==> config.mk <==
export PLATFORM = sky130hd
export DESIGN_NAME = threshold_tagger_flat
export DESIGN_NICKNAME = d
export VERILOG_FILES = /design/src/rtl/threshold_tagger_if.sv /design/src/rtl/threshold_tagger.sv /design/src/flat_wrapper.sv
export SDC_FILE = /design/constraint.sdc
export NUM_CORES = 2
export LEC_CHECK = 0
export CAP_MARGIN = 30
export CORE_MARGIN = 5
export CORE_UTILIZATION = 56
export DETAILED_ROUTE_END_ITERATION = 7
export HOLD_SLACK_MARGIN = 0.15
export PLACE_DENSITY_LB_ADDON = 0.15
export SYNTH_ARGS = -nofsm -noshare
export SYNTH_HDL_FRONTEND = slang
export SYNTH_SLANG_ARGS = --single-unit
==> constraint.sdc <==
create_clock -name clk -period 10.4 [get_ports clk]
set_input_delay 3.12 -clock clk [delete_from_list [all_inputs] [get_ports clk]]
set_output_delay 3.12 -clock clk [all_outputs]
set_load 0.05 [all_outputs]
==> src/rtl/threshold_tagger_if.sv <==
// Byte-stream input and tagged-package output bundle for threshold_tagger.
// The master side (UART receiver and cutter) drives the bytes; the slave side (the tagger) drives the tagged-package outputs.
interface threshold_tagger_if #(
    parameter int WINDOW_WIDTH = 256
);
    logic [7:0]            byte_i;
    logic                  byte_valid;
    logic [WINDOW_WIDTH:0] data_o;
    logic                  data_wen;
    logic [15:0]           pkt_cnt;
    logic [15:0]           drop_cnt;

    modport master (
        output byte_i, byte_valid,
        input  data_o, data_wen, pkt_cnt, drop_cnt
    );

    modport slave (
        input  byte_i, byte_valid,
        output data_o, data_wen, pkt_cnt, drop_cnt
    );
endinterface

==> src/rtl/threshold_tagger.sv <==
// Assembles header-framed sensor packages and tags each one with an acceleration-energy threshold flag.
//  state   | meaning
//  HUNT    | waiting for a HEADER byte to start a package
//  COLLECT | storing bytes 1..PKG_BYTES-1; aborts to HUNT after TIMEOUT idle cycles
module threshold_tagger #(
    parameter int          WINDOW_WIDTH = 256,
    parameter logic [7:0]  HEADER       = 8'h55,
    parameter int          AZ_BYTE      = 18,
    parameter int          AY_BYTE      = 20,
    parameter int          AX_BYTE      = 22,
    parameter logic [31:0] THRESHOLD    = 32'h0010_0000,
    parameter int          TIMEOUT      = 1000
) (
    input  logic            clk,
    input  logic            rst_n,
    threshold_tagger_if.slave bus
);
    localparam int PKG_BYTES = WINDOW_WIDTH / 8;
    localparam int IDX_W     = $clog2(PKG_BYTES);
    localparam int IDLE_W    = $clog2(TIMEOUT);
    localparam logic [IDX_W-1:0]  LAST_IDX  = IDX_W'(PKG_BYTES - 1);
    localparam logic [IDLE_W-1:0] IDLE_LAST = IDLE_W'(TIMEOUT - 1);

    typedef enum logic {HUNT, COLLECT} state_t;

    state_t                  state_q;
    logic [IDX_W-1:0]        byte_idx_q;
    logic [IDLE_W-1:0]       idle_q;
    logic [15:0]             drop_q;
    logic [15:0]             pkt_q;
    logic [WINDOW_WIDTH-1:0] pkg_q;
    logic                    pipe_v_q, s1_v_q, s2_v_q, wen_q;
    logic [WINDOW_WIDTH-1:0] pkg0_q, pkg1_q, pkg2_q;
    logic [31:0]             sq_x_q, sq_y_q, sq_z_q;
    logic [33:0]             sum_q;
    logic [WINDOW_WIDTH:0]   data_q;
    logic                    last_byte;
    logic                    store_byte;
    logic [31:0]             sq_x_d, sq_y_d, sq_z_d;
    logic [33:0]             sum_d;

    function automatic logic [31:0] square16(input logic [7:0] hi, input logic [7:0] lo);
        logic signed [15:0] s;
        logic signed [31:0] w;
        s = {hi, lo};
        w = 32'(s);
        return w * w;
    endfunction

    assign last_byte  = (state_q == COLLECT) && bus.byte_valid && (byte_idx_q == LAST_IDX);
    assign store_byte = bus.byte_valid && ((state_q == COLLECT) || (bus.byte_i == HEADER));

    always_comb begin
        sq_x_d = square16(pkg0_q[8*AX_BYTE +: 8], pkg0_q[8*(AX_BYTE+1) +: 8]);
        sq_y_d = square16(pkg0_q[8*AY_BYTE +: 8], pkg0_q[8*(AY_BYTE+1) +: 8]);
        sq_z_d = square16(pkg0_q[8*AZ_BYTE +: 8], pkg0_q[8*(AZ_BYTE+1) +: 8]);
        sum_d  = 34'(sq_x_q) + 34'(sq_y_q) + 34'(sq_z_q);
    end

    // Payload registers carry no reset; only the valid bits decide what reaches the output.
    always_ff @(posedge clk) begin
        if (store_byte)
            pkg_q[{byte_idx_q, 3'b000} +: 8] <= bus.byte_i;
        if (last_byte)
            pkg0_q <= {bus.byte_i, pkg_q[WINDOW_WIDTH-9:0]};
        if (pipe_v_q) begin
            pkg1_q <= pkg0_q;
            sq_x_q <= sq_x_d;
            sq_y_q <= sq_y_d;
            sq_z_q <= sq_z_d;
        end
        if (s1_v_q) begin
            pkg2_q <= pkg1_q;
            sum_q  <= sum_d;
        end
    end

    always_ff @(posedge clk) begin
        if (!rst_n) begin
            state_q    <= HUNT;
            byte_idx_q <= '0;
            idle_q     <= '0;
            drop_q     <= '0;
            pkt_q      <= '0;
            pipe_v_q   <= 1'b0;
            s1_v_q     <= 1'b0;
            s2_v_q     <= 1'b0;
            wen_q      <= 1'b0;
            data_q     <= '0;
        end else begin
            pipe_v_q <= last_byte;
            s1_v_q   <= pipe_v_q;
            s2_v_q   <= s1_v_q;
            wen_q    <= s2_v_q;
            if (s2_v_q) begin
                data_q <= {pkg2_q, (sum_q >= {2'b00, THRESHOLD})};
                pkt_q  <= pkt_q + 16'd1;
            end
            case (state_q)
                HUNT: begin
                    idle_q <= '0;
                    if (bus.byte_valid && (bus.byte_i == HEADER)) begin
                        byte_idx_q <= IDX_W'(1);
                        state_q    <= COLLECT;
                    end
                end
                COLLECT: begin
                    // A byte arriving on the timeout cycle is still accepted.
                    if (bus.byte_valid) begin
                        idle_q <= '0;
                        if (byte_idx_q == LAST_IDX) begin
                            byte_idx_q <= '0;
                            state_q    <= HUNT;
                        end else begin
                            byte_idx_q <= byte_idx_q + 1'b1;
                        end
                    end else if (idle_q == IDLE_LAST) begin
                        idle_q     <= '0;
                        byte_idx_q <= '0;
                        state_q    <= HUNT;
                        if (drop_q != 16'hFFFF)
                            drop_q <= drop_q + 16'd1;
                    end else begin
                        idle_q <= idle_q + 1'b1;
                    end
                end
                default: state_q <= HUNT;
            endcase
        end
    end

    assign bus.data_o   = data_q;
    assign bus.data_wen = wen_q;
    assign bus.pkt_cnt  = pkt_q;
    assign bus.drop_cnt = drop_q;
endmodule

==> src/flat_wrapper.sv <==
// flat-port wrapper written by rule: the top's interface ports become plain ports
module threshold_tagger_flat 
#(
    parameter int          WINDOW_WIDTH = 256,
    parameter logic [7:0]  HEADER       = 8'h55,
    parameter int          AZ_BYTE      = 18,
    parameter int          AY_BYTE      = 20,
    parameter int          AX_BYTE      = 22,
    parameter logic [31:0] THRESHOLD    = 32'h0010_0000,
    parameter int          TIMEOUT      = 1000
)
  (clk, rst_n, bus_byte_i, bus_byte_valid, bus_data_o, bus_data_wen, bus_pkt_cnt, bus_drop_cnt);
  threshold_tagger_if #(.WINDOW_WIDTH(WINDOW_WIDTH)) bus_i ();
  input  logic clk;
  input  logic rst_n;
  input wire logic [$bits(bus_i.byte_i)-1:0] bus_byte_i;
  input wire logic [$bits(bus_i.byte_valid)-1:0] bus_byte_valid;
  output wire logic [$bits(bus_i.data_o)-1:0] bus_data_o;
  output wire logic [$bits(bus_i.data_wen)-1:0] bus_data_wen;
  output wire logic [$bits(bus_i.pkt_cnt)-1:0] bus_pkt_cnt;
  output wire logic [$bits(bus_i.drop_cnt)-1:0] bus_drop_cnt;
  assign bus_i.byte_i = bus_byte_i;
  assign bus_i.byte_valid = bus_byte_valid;
  assign bus_data_o = bus_i.data_o;
  assign bus_data_wen = bus_i.data_wen;
  assign bus_pkt_cnt = bus_i.pkt_cnt;
  assign bus_drop_cnt = bus_i.drop_cnt;
  threshold_tagger #(.WINDOW_WIDTH(WINDOW_WIDTH), .HEADER(HEADER), .AZ_BYTE(AZ_BYTE), .AY_BYTE(AY_BYTE), .AX_BYTE(AX_BYTE), .THRESHOLD(THRESHOLD), .TIMEOUT(TIMEOUT)) u_core (.clk(clk), .rst_n(rst_n), .bus(bus_i));
endmodule
; Word level (Yosys, flattened, before mapping)
; Index checks and enable logic that the tools add are counted.
[word_totals]
ff_bits = 1463
inputBits = 11
out_inout_bits = 290
word_cells = 60
[op_classes]
addsub = 7
multipliers = 3
n_lt_le_gt_ge = 1
eq_ne = 6
n_shift = 2
muxes = 14
n_bitwise = 2
n_reduce_logical = 7
[ops]
columns = cell, count
row1 = 256-bit bitwise mux, 1
row2 = "8-bit by 10-bit variable shift with 256-bit output, first input constant", 1
row3 = 8-bit by 10-bit variable part select with 256-bit output, 1
row4 = 16-bit by 16-bit multiplier with 32-bit output, 3
row5 = 34-bit by 32-bit adder with 34-bit output, 1
row6 = "34-bit by 21-bit greater-or-equal comparator with 1-bit output, second input constant", 1
row7 = 32-bit by 32-bit adder with 33-bit output, 1
row8 = "16-bit by 1-bit adder with 16-bit output, second input constant", 2
row9 = 10-bit 2-to-1 mux, 2
row10 = 5-bit 2-to-1 mux, 4
row11 = 10-bit case mux with 2 select lines, 1
row12 = "16-bit != test, second input constant", 1
row13 = "10-bit by 1-bit adder with 10-bit output, second input constant", 1
row14 = "10-bit equality test, second input constant", 1
row15 = 8-bit negator with 10-bit output, 1
row16 = 5-bit case mux with 2 select lines, 1
row17 = "8-bit by 7-bit equality test with 1-bit output, second input constant", 1
row18 = "5-bit by 1-bit adder with 5-bit output, second input constant", 1
row19 = "5-bit equality test, second input constant", 1
row20 = 1-bit logical AND, 4
row21 = 1-bit 2-to-1 mux, 4
row22 = 4-bit AND reduction, 1
row23 = "3-bit != test, second input constant", 1
row24 = "2-bit by 1-bit != test with 1-bit output, second input constant", 1
row25 = other kinds (4), 5

; Longest topological paths before layout
[depth]
word_depth = 4
depth_mapped = 26
mapped_depth_nobuf = 25

; Worst setup path after synthesis
; No wires, ideal clock.
[synth_timing]
path_kind = input to register
startpoint = input bus_byte_valid
endpoint = register u_core.pkg0_q[0] (enable)
setup_ps = 651
arrival_ps = 9295
t_required_ps = 9749
setup_slack_ps = 454
path_stages = 2
n_path_buf = 1
cell_sequence = clkbuf_1 -> and3_1
[synth_between]
elab_chain_cells = 2
[synth_lines]
columns = item, line
row1 = from (decl), flat_wrapper.sv:17  ; input wire logic [$bits(bus_i.byte_valid)-1:0] bus_byte_valid;
row2 = 1-bit logical AND (2 in series), threshold_tagger.sv:50  ; assign last_byte = (state_q == COLLECT) && bus.byte_valid && (byte_idx_q == LAST_IDX);
row3 = net u_core.last_byte, threshold_tagger.sv:37  ; logic last_byte;
row4 = to (signal assigned), threshold_tagger.sv:65  ; pkg0_q <= {bus.byte_i, pkg_q[WINDOW_WIDTH-9:0]};
row5 = to (decl), threshold_tagger.sv:33  ; logic [WINDOW_WIDTH-1:0] pkg0_q, pkg1_q, pkg2_q;
; The timed path passes the listed nets, and every way through them passes these cells.
; A chain may end at the register's enable or synchronous reset.

; Worst setup path in the final report
[layout_timing]
startpoint = register u_core.pkg0_q[151]
endpoint = register u_core.sq_z_q[30], data pin
[layout_between]
elab_chain_cells = 1
[layout_lines]
columns = item, line
row1 = 16-bit by 16-bit multiplier with 32-bit output, threshold_tagger.sv:47  ; return w * w;
row2 = net u_core.sq_z_d[30], threshold_tagger.sv:39  ; logic [31:0] sq_x_d, sq_y_d, sq_z_d;
row3 = to (signal assigned), threshold_tagger.sv:70  ; sq_z_q <= sq_z_d;
row4 = to (decl), threshold_tagger.sv:34  ; logic [31:0] sq_x_q, sq_y_q, sq_z_q;
; The timed path passes the listed nets, and every way through them passes these cells.

==> flow_metrics.py <==
metrics = {
    "status": {
        "outcome": "completed",
    },
    "placed_design": {
        "dp_wirelength_mm": 112,
        "placer_congestion": 0.877,
        "port_buffer_count": 300,
        "dp_worst_setup_slack_ns": 2.86,
    },
    "global_routing": {
        "number_of_antenna_violations_at_the_first_check_in_global_routing": 2,
        "pin_count_of_the_biggest_net_entering_global_routing": 164,
        "grt-ovfl-total": 0,
        "first_global_vias": 44900,
        "gr-usage-all-layers_pct": 22.3,
        "global_route_wire_length_before_repair_mm": 252,
    },
    "power_and_ir_drop": {
        "p_sw_share_pct": 19.7,
        "power.share.sequential_pct": 54.4,
        "internal_power_w": 0.00896,
        "combinationalPowerShare_pct": 0.5,
        "power.leakage_nw": 34.4,
        "power_share_of_the_clock_group_pct": 45.1,
        "p_total_w": 0.0112,
        "cellPowerDensity_mw_per_mm2": 129,
        "net-switching-power_w": 0.00220,
        "vdd.ir_drop.worst_mv": 0.124,
    },
    "min_path": {
        "min-delay-start": "u_core.pkg_q[106]$_DFFE_PP_",
        "class_of_the_tightest_hold_or_removal_check": "flip-flop to flip-flop",
    },
    "clocking": {
        "tritoncts": "built",
        "worst_setup_hold_path_clk_slew_ns": 0.06,
        "cts_root_buffer": "sky130_fd_sc_hd__clkbuf_16",
        "clock_sink_count": 1429,
        "number_of_cts_inserted_buffers": 144,
        "post_cts.resized_instances": 0,
        "h-tree-depth": 4,
        "postCtsHoldBufs": 0,
        "insertion_delay_ns": 0.78,
        "postCtsSetupRepairBufs": 0,
        "max-clock-path-buffers": 3,
    },
    "worst_setup_path": {
        "ff2ff_setup_slack_ns": 2.87,
        "timing.critical_path.from_type": "flip-flop",
        "kind_of_cell_with_the_highest_combined_delay_on_the_critical_path": "adder cells",
        "cpPeakStageDelay_ns": 0.98,
        "path_max_fanout": 26,
        "startpoint": "u_core.pkg0_q[151]$_DFFE_PP_",
        "critPathBufInv": 3,
        "critPathSlowestCell": "sky130_fd_sc_hd__edfxtp_1",
        "path_class": "flip-flop to flip-flop",
        "crit_path_cell_trace": "inv_1 -> nor2_1 -> fa_1 -> fa_1 -> inv_1 -> fa_1 -> fa_1 -> inv_1 -> fa_1 -> fa_1 -> ha_1 -> nand2_1 -> nor3_1 -> a32oi_1 -> a2111oi_1 -> o21a_1 -> o21ai_1 -> or3b_2 -> o211ai_1",
        "timing.critical_path.arrival_ns": 8.10,
        "worst_r2r_startpoint": "u_core.pkg0_q[151]$_DFFE_PP_",
        "timing.critical_path.required_ns": 10.97,
        "crit_path_end_kind": "flip-flop",
        "critPathMostFrequentCell": "sky130_fd_sc_hd__fa_1",
    },
    "sta": {
        "grt_setup_unrepaired": "false",
        "achievable_clock_frequency_mhz": 133,
        "finalSetupTns_ns": 0,
        "finClkSkew_ns": 0.0952,
        "period_needed_ns": 7.53,
        "final.period_utilization_pct": 72.4,
        "setup-violations-final": 0,
        "worst_setup_margin_ns": 2.87,
        "final_max_slew_viol_count": 0,
        "worstMarginPinSlew_ns": 1.01,
        "timing_hold_violations_final": 0,
        "timing.max_slew.rel_slack_pct": 32.5,
    },
    "drt": {
        "wire_per_inst_um": 19.6,
        "drtIter0Drc": 2914,
        "drt.antenna.violating_nets": 0,
        "drc": 0,
        "vias": 43200,
        "drt_wl_total_mm": 158,
        "number_of_detailed_routing_iterations_run_before_antenna_repair": 5,
        "post_drt_via_cell_ratio": 5.34,
    },
    "synthesis": {
        "mean_instance_size_in_the_synthesized_netlist_um2": 13.0,
        "synth-main-ff-cell": "sky130_fd_sc_hd__edfxtp_1",
        "synth_async_sr_flop_share_pct": 0,
        "most_repeated_cell_in_the_gate_level_netlist_after_synthesis": "sky130_fd_sc_hd__edfxtp_1",
        "post_synth_most_frequent_cells": "sky130_fd_sc_hd__edfxtp_1, sky130_fd_sc_hd__inv_1, sky130_fd_sc_hd__fa_1, sky130_fd_sc_hd__ha_1, sky130_fd_sc_hd__dfxtp_1",
        "syn_std_cell_area_mm2": 0.0765,
        "post_synthesis_instance_total": 5876,
        "synth_cell_types": 74,
        "yosys.area.top_type": "sky130_fd_sc_hd__edfxtp_1",
        "synth_nets": 6928,
        "yosys_warnings": 0,
        "post_synthesis_sequential_area_ratio_pct": 52.0,
        "post_synth_main_area_contributors": "sky130_fd_sc_hd__edfxtp_1, sky130_fd_sc_hd__fa_1, sky130_fd_sc_hd__dfxtp_1",
        "synth_enable_flop_cells": 1120,
        "synth_largest_type_area_fraction_pct": 43.9,
        "synth.ff_latch_count": 1429,
    },
    "floorplanning": {
        "rows": 135,
        "die_area_mm2": 0.144,
        "die_w_um": 380,
        "coreArea_mm2": 0.136,
        "initial_core_util_pct": 56.4,
        "floorplan.die.height_um": 380,
        "top_level_ports": 301,
    },
    "flow_run": {
        "max-cap-violations": 0,
    },
    "layout": {
        "filler_cell_count_in_the_final_layout": 10200,
        "area_delta_synth_final_pct": 12.7,
        "drive_above_1_share_pct": 4.72,
        "fin_nets": 7224,
    },
}
final timing paths:
kind / endpoint / cells past startpoint
worst max register to register: u_core.sq_z_q[30]$_DFFE_PP_ / 19
worst min register to register: u_core.pkg0_q[106]$_DFFE_PP_ / 0
worst min-delay path: u_core.pkg0_q[106]$_DFFE_PP_ / 0
worst max-delay path: u_core.sq_z_q[30]$_DFFE_PP_ / 19
metrics by stage:
stage / instances / hold slack, ns / util, % / cell area [µm²]
floorplan: 5876 / 0.400 / - / 76500
global placement: 7799 / 0.400 / 60.0 / 81400
detailed placement: 7803 / 0.405 / 60.1 / 81500
CTS: 8071 / 0.392 / 63.5 / 86100
global route: 8075 / 0.403 / 63.6 / 86200
finish: 8078 / 0.393 / 63.6 / 86200
flip-flops by register name, summed over array words and instances (netlist names):
name / count
u_core.idle_q: 10
u_core.sum_q: 14
u_core.state_q: 1
u_core.pkg0_q: 256
u_core.s1_v_q: 1
u_core.pipe_v_q: 1
u_core.bus.drop_cnt: 16
u_core.sq_z_q: 31
u_core.bus.pkt_cnt: 16
u_core.bus.data_o: 257
u_core.bus.data_wen: 1
u_core.pkg2_q: 256
u_core.pkg_q: 248
u_core.s2_v_q: 1
u_core.sq_y_q: 31
u_core.sq_x_q: 31
u_core.byte_idx_q: 5
u_core.pkg1_q: 253
logic make-up (layout without fill, tap and decap cells):
| group | after synthesis | in the layout | synth area share (%) |
|---|---|---|---|
| AND/OR/NAND/NOR | 1352 | 1352 | 9.02 |
| XOR/XNOR | 205 | 205 | 2.35 |
| AO/OA/AOI/OAI | 394 | 394 | 3.42 |
| multiplexers | 262 | 262 | 3.43 |
| buffers and inverters | 1193 | 1611 | 5.85 |
| other | 0 | 3 | 0 |
| adder cells (fa/ha/maj) | 1041 | 1041 | 23.9 |
| flip-flops | 1429 | 1429 | 52.0 |
routing by layer:
metal	global-route usage [%]	up-vias	routed length [µm]
met5	0	-	0
met4	6.66	0	4130
met3	3.23	226	7750
met2	37.7	1062	79100
met1	30.2	21900	67300
li1	-	19900	-
cells in the final DEF, fill, tap and decap left out, types with 215 or more instances in the layout:
cell type	instances
sky130_fd_sc_hd__nor2_1	215
sky130_fd_sc_hd__mux2i_1	261
sky130_fd_sc_hd__fa_1	702
sky130_fd_sc_hd__nor2b_1	281
sky130_fd_sc_hd__dfxtp_1	306
sky130_fd_sc_hd__inv_1	994
sky130_fd_sc_hd__ha_1	339
sky130_fd_sc_hd__edfxtp_1	1120
sky130_fd_sc_hd__clkdlybuf4s50_1	299
sky130_fd_sc_hd__nand2_1	303
power by group through the flow:
stage / Clock (W) / Combinational, W / Sequential [W]
after floorplan: 0 / 0.0000275 / 0.00619
after global placement: 0 / 0.0000512 / 0.00619
final: 0.00504 / 0.0000506 / 0.00607
after global routing: 0.00540 / 0.0000534 / 0.00607
after detailed placement: 0 / 0.0000513 / 0.00619
after CTS: 0.00516 / 0.0000514 / 0.00607
final cells by class:
| type | count | area [µm²] | share of cell area [%] |
|---|---|---|---|
| Antenna cell | 3 | 7.51 | 0.00871 |
| Clock buffer | 187 | 3850 | 4.46 |
| Clock inverter | 81 | 806 | 0.934 |
| Inverter | 995 | 3730 | 4.33 |
| Multi-Input combinational cell | 3254 | 32300 | 37.4 |
| Sequential cell | 1429 | 39800 | 46.2 |
| Tap cell | 1781 | 2230 | 2.58 |
| Timing Repair Buffer | 348 | 3520 | 4.08 |
(Power assumes the default switching activity.)
